==> config.mk <==
export PLATFORM = sky130hd
export DESIGN_NAME = mips_regfile_mp
export DESIGN_NICKNAME = d
export VERILOG_FILES = /design/src/rtl/mips_regfile_mp.sv
export SDC_FILE = /design/constraint.sdc
export NUM_CORES = 2
export LEC_CHECK = 0
export BUFFER_PORTS_ARGS = -buffer_cell sky130_fd_sc_hd__buf_2
export CORE_ASPECT_RATIO = 0.9
export CORE_MARGIN = 3
export CORE_UTILIZATION = 55
export DETAILED_ROUTE_END_ITERATION = 6
export HOLD_SLACK_MARGIN = 0.03
export PLACE_DENSITY = 0.77
export SKIP_LAST_GASP = 1
export SYNTH_ARGS = -nofsm -noshare
export SYNTH_HDL_FRONTEND = slang
export SYNTH_SLANG_ARGS = --single-unit
==> constraint.sdc <==
create_clock -name clk -period 3 [get_ports clk]
set_input_delay 0 -clock clk [delete_from_list [all_inputs] [get_ports clk]]
set_output_delay 0 -clock clk [all_outputs]
set_load 0.01 [all_outputs]
==> src/rtl/mips_regfile_mp.sv <==
// Multi-port MIPS register file: two write ports, per-register load-pending bits, bulk-clear sweep.
// Optional same-cycle read forwarding is enabled by defining MIPS_REGFILE_BYPASS_EN.
module mips_regfile_mp #(
  parameter int DATA_W = 32,
  parameter int ADDR_W = 5,
  parameter int NUM_RD = 2
) (
  input  logic                     clk,
  input  logic                     rst_n,
  input  logic                     wr0_en,
  input  logic [ADDR_W-1:0]        wr0_addr,
  input  logic [DATA_W-1:0]        wr0_data,
  input  logic                     wr1_en,
  input  logic [ADDR_W-1:0]        wr1_addr,
  input  logic [DATA_W-1:0]        wr1_data,
  input  logic [NUM_RD*ADDR_W-1:0] rd_addr,
  output logic [NUM_RD*DATA_W-1:0] rd_data,
  output logic [NUM_RD-1:0]        rd_pend,
  input  logic                     rsv_en,
  input  logic [ADDR_W-1:0]        rsv_addr,
  input  logic                     clr_req,
  output logic                     busy
);

  localparam int DEPTH = 2**ADDR_W;
  localparam logic [ADDR_W-1:0] LAST = ADDR_W'(DEPTH - 1);

  typedef enum logic {IDLE, SWEEP} state_t;

  state_t              state_reg, state_next;
  logic [ADDR_W-1:0]   ptr_reg, ptr_next;
  logic                wr_ok;
  logic [DATA_W-1:0]   data_arr [DEPTH];
  logic [DEPTH-1:0]    pend_vec;

  // Updates are also dropped on the edge that launches a sweep.
  assign wr_ok = (state_reg == IDLE) && !clr_req;
  assign busy  = (state_reg == SWEEP);

  always_ff @(posedge clk or negedge rst_n) begin
    if (!rst_n) begin
      state_reg <= IDLE;
      ptr_reg   <= ADDR_W'(1);
    end else begin
      state_reg <= state_next;
      ptr_reg   <= ptr_next;
    end
  end

  always_comb begin
    state_next = state_reg;
    ptr_next   = ptr_reg;
    case (state_reg)
      IDLE: begin
        if (clr_req) begin
          state_next = SWEEP;
          ptr_next   = ADDR_W'(1);
        end
      end
      SWEEP: begin
        if (ptr_reg == LAST) begin
          state_next = IDLE;
          ptr_next   = ADDR_W'(1);
        end else begin
          ptr_next = ptr_reg + ADDR_W'(1);
        end
      end
      default: begin
        state_next = IDLE;
        ptr_next   = ADDR_W'(1);
      end
    endcase
  end

  assign data_arr[0] = '0;
  assign pend_vec[0] = 1'b0;

  generate
    for (genvar gi = 1; gi < DEPTH; gi++) begin : g_reg
      logic [DATA_W-1:0] data_reg;
      logic              pend_reg;
      logic              sweep_hit, wr0_hit, wr1_hit, rsv_hit;

      assign sweep_hit = busy && (ptr_reg == ADDR_W'(gi));
      assign wr0_hit   = wr_ok && wr0_en && (wr0_addr == ADDR_W'(gi));
      assign wr1_hit   = wr_ok && wr1_en && (wr1_addr == ADDR_W'(gi));
      assign rsv_hit   = wr_ok && rsv_en && (rsv_addr == ADDR_W'(gi));

      always_ff @(posedge clk or negedge rst_n) begin
        if (!rst_n) begin
          data_reg <= '0;
          pend_reg <= 1'b0;
        end else if (sweep_hit) begin
          data_reg <= '0;
          pend_reg <= 1'b0;
        end else begin
          if (wr0_hit)      data_reg <= wr0_data;
          else if (wr1_hit) data_reg <= wr1_data;
          // A fresh reservation outranks the load that retires in the same cycle.
          if (rsv_hit)      pend_reg <= 1'b1;
          else if (wr1_hit) pend_reg <= 1'b0;
        end
      end

      assign data_arr[gi] = data_reg;
      assign pend_vec[gi] = pend_reg;
    end

    for (genvar gi = 0; gi < NUM_RD; gi++) begin : g_rd
      logic [ADDR_W-1:0] addr;
      logic [DATA_W-1:0] port_data;
      logic              port_pend;

      assign addr = rd_addr[gi*ADDR_W +: ADDR_W];

`ifdef MIPS_REGFILE_BYPASS_EN
      logic fwd0, fwd1, rsv_same;
      assign fwd0     = wr_ok && wr0_en && (wr0_addr == addr) && (addr != '0);
      assign fwd1     = wr_ok && wr1_en && (wr1_addr == addr) && (addr != '0);
      assign rsv_same = rsv_en && (rsv_addr == addr);

      always_comb begin
        port_data = data_arr[addr];
        port_pend = pend_vec[addr];
        if (fwd0)      port_data = wr0_data;
        else if (fwd1) port_data = wr1_data;
        if (fwd1 && !rsv_same) port_pend = 1'b0;
      end
`else
      assign port_data = data_arr[addr];
      assign port_pend = pend_vec[addr];
`endif

      assign rd_data[gi*DATA_W +: DATA_W] = port_data;
      assign rd_pend[gi]                  = port_pend;
    end
  endgenerate

endmodule

==> metrics.yaml <==
final_layout:
  largest_reg_flops: 992
  final_common_cell: "dfrtp_1"
  fin_nets: 5703
  final_cells: 7266
  syn2layout_area_growth_pct: 12.6
  layout-drive-gt1-share_pct: 22.4
  final_cell_mix: "dfrtp_1, and3_1, a221o_1, mux4_2, buf_4"
  stdcell_area_sq_um: 72200
  final_core_util_pct: 62.6
pwr:
  p_leak_nw: 34.9
  powerDensity_nw_per_um2: 613
  ir_drop_mv: 0.557
logic_synthesis:
  ys_types: 52
  yosysSeqAreaShare_pct: 40.2
  avgSynthCellArea_sq_um: 11.2
  synth_ff_type: "dfrtp_1"
  syn_nets: 5825
  synth_top_area_cell: "dfrtp_1"
  synthCells: 5723
  yosysTopAreaCellShare_pct: 40.1
  synth.area.top_cells: "dfrtp_1, mux4_2, a221o_1, and3_1, clkbuf_1"
  netlist_area_sq_um: 64100
  async_reset_ff_share_pct: 100
  ys_seq_elements: 1029
  yosys_warnings: 0
  synth-edff-count: 0
cts:
  path_clk_slew_ns: 0.06
  cts.sinks: 1029
  cts-htree-levels: 3
  insertion_delay_ns: 0.77
  cts_tree: "yes"
  clockBufferDepth: 3
  cts-root-buf: "clkbuf_16"
  cts_buffers: 112
global_route:
  gr-total-overflow: 0
  track_usage_pct: 44.4
  antenna_found_initial: 21
  grt_max_degree: 116
  grt_pass1_wl_um: 403000
  first_global_vias: 59300
sta:
  fin_ws_ns: -0.131
  rsz0062_at_grt: "false"
  hold_viol_final: 0
  worst_slew_pin_slew_ns: 1.30
  period_share_pct: 104
  maxSlewHeadroom_pct: 12.6
  max_clock_freq_mhz: 319
  fin_skew_ns: 0.0352
  drv_slew: 0
  setup_violations: 5
  tns_ns: -0.243
  period_minus_slack_ns: 3.13
  hold_slack_ns: 0.0604
die:
  core-area_sq_um: 115000
  initial_utilization_pct: 55.6
  io_pins: 162
  core.rowCount: 118
  die_h_um: 330
  dieArea_sq_um: 121000
  dieWidth_um: 366
placed_design:
  hpwlAfterDp_um: 166000
  io_buffers: 161
  place_inst: 6934
  placed_area_sq_um: 67200
  routabilityCongestion: 1.01
setup_path:
  worstSetupPathType: "flip-flop to output port"
  cp-end-kind: "output port"
  critPathRequiredTime_ns: 3.00
  start_kind: "flip-flop"
  cp.arrival_ns: 3.13
  crit_fanout: 3
status:
  violations: "DRC, setup timing"
  status: "finished, violations left"
drt:
  wl_per_cell_um: 37.7
  wirelength_um: 274000
  post-route-drc-count: 77
  vias_per_cell: 8.38
  first_pass_iters: 7
  drt_iter0_drc: 11700
  vias: 60900
  postRouteAntennaNets: 0
worst_hold_path:
  hold_path.class: "input pin to async pin"
job:
  drv_cap: 0
==> synthesized netlist by cell type (72+ instances only) <==
library cell  count
a211oi_1        175
and2_1           73
mux4_2          396
buf_2           138
nor2_1          109
dfrtp_1        1028
clkbuf_1        667
a22o_1          197
and3_1          817
o31ai_1         119
a221o_1         815
a31oi_1         111
nand2_1         272
mux2i_1         250
nor3_1           72
==> per-layer routing <==
layer,GRT usage [%],wire (um),up-vias
li1,-,-,22900
met1,54.7,89000,29700
met2,63.0,112000,6476
met3,22.5,51600,1771
met4,25.6,21200,28
met5,0.667,255,-
==> repair_timing <==
action	4_1_cts	5_1_grt
gates resized for setup	0	16
endpoints found under the setup margin	0	32
setup buffers	0	0
endpoints found under the hold margin	1170	0
hold buffers	113	0
==> cell type report <==
| cell class | instances | area, sq um |
|---|---|---|
| fill | 8608 | 43100 |
| tap | 1560 | 1950 |
| sequential | 1029 | 25800 |
| multi-input combinational | 3824 | 35300 |
| antenna | 10 | 25.0 |
| timing repair buffer | 618 | 5240 |
| inverter | 16 | 60.1 |
| clock buffer | 167 | 3320 |
| clock inverter | 42 | 514 |
==> where the power goes <==
part,switching (W),internal (W),leakage [nW]
registers,0.00217,0.0164,14.2
clock network,0.00627,0.00842,1.89
logic,0.00570,0.00529,18.8
==> final timing paths <==
kind,depth (start not counted),slack (ns),end,startpoint
max,5,-0.13,rd_data[31],g_reg[29].data_reg[31]
min,3,0.06,g_reg[14].data_reg[22],rst_n
max reg2reg,7,0.05,g_reg[21].data_reg[10],busy
min reg2reg,1,0.53,g_reg[12].data_reg[2],g_reg[12].data_reg[2]
max in group asynchronous,4,2.20,g_reg[28].data_reg[11],rst_n
min in group clk,6,0.21,g_reg[17].data_reg[26],wr0_addr[0]
==> critical path: stages (launching register included) <==
cell	delay (ns)
dfrtp_1	0.40
mux4_2	0.47
a22o_1	0.31
o21ai_0	0.68
o31ai_1	0.30
buf_2	0.22
==> through the flow <==
stage | total power (W) | setup WS, ns
global route | 0.0454 | 0.00591
finish | 0.0442 | -0.131
detailed placement | 0.0288 | 0.383
global placement | 0.0284 | 0.417
floorplan | 0.0249 | 0.706
CTS | 0.0435 | 0.0188
==> cells by family after synthesis <==
family	count (synthesis)	synth area share, %
AO/OA/AOI/OAI	1604	21.9
adder cells (fa/ha/maj)	7	0.137
buffers and inverters	870	5.49
flip-flops	1029	40.2
multiplexers	711	19.0
AND/OR/NAND/NOR	1502	13.3
Note: power is estimated with default switching activity, not from simulation.
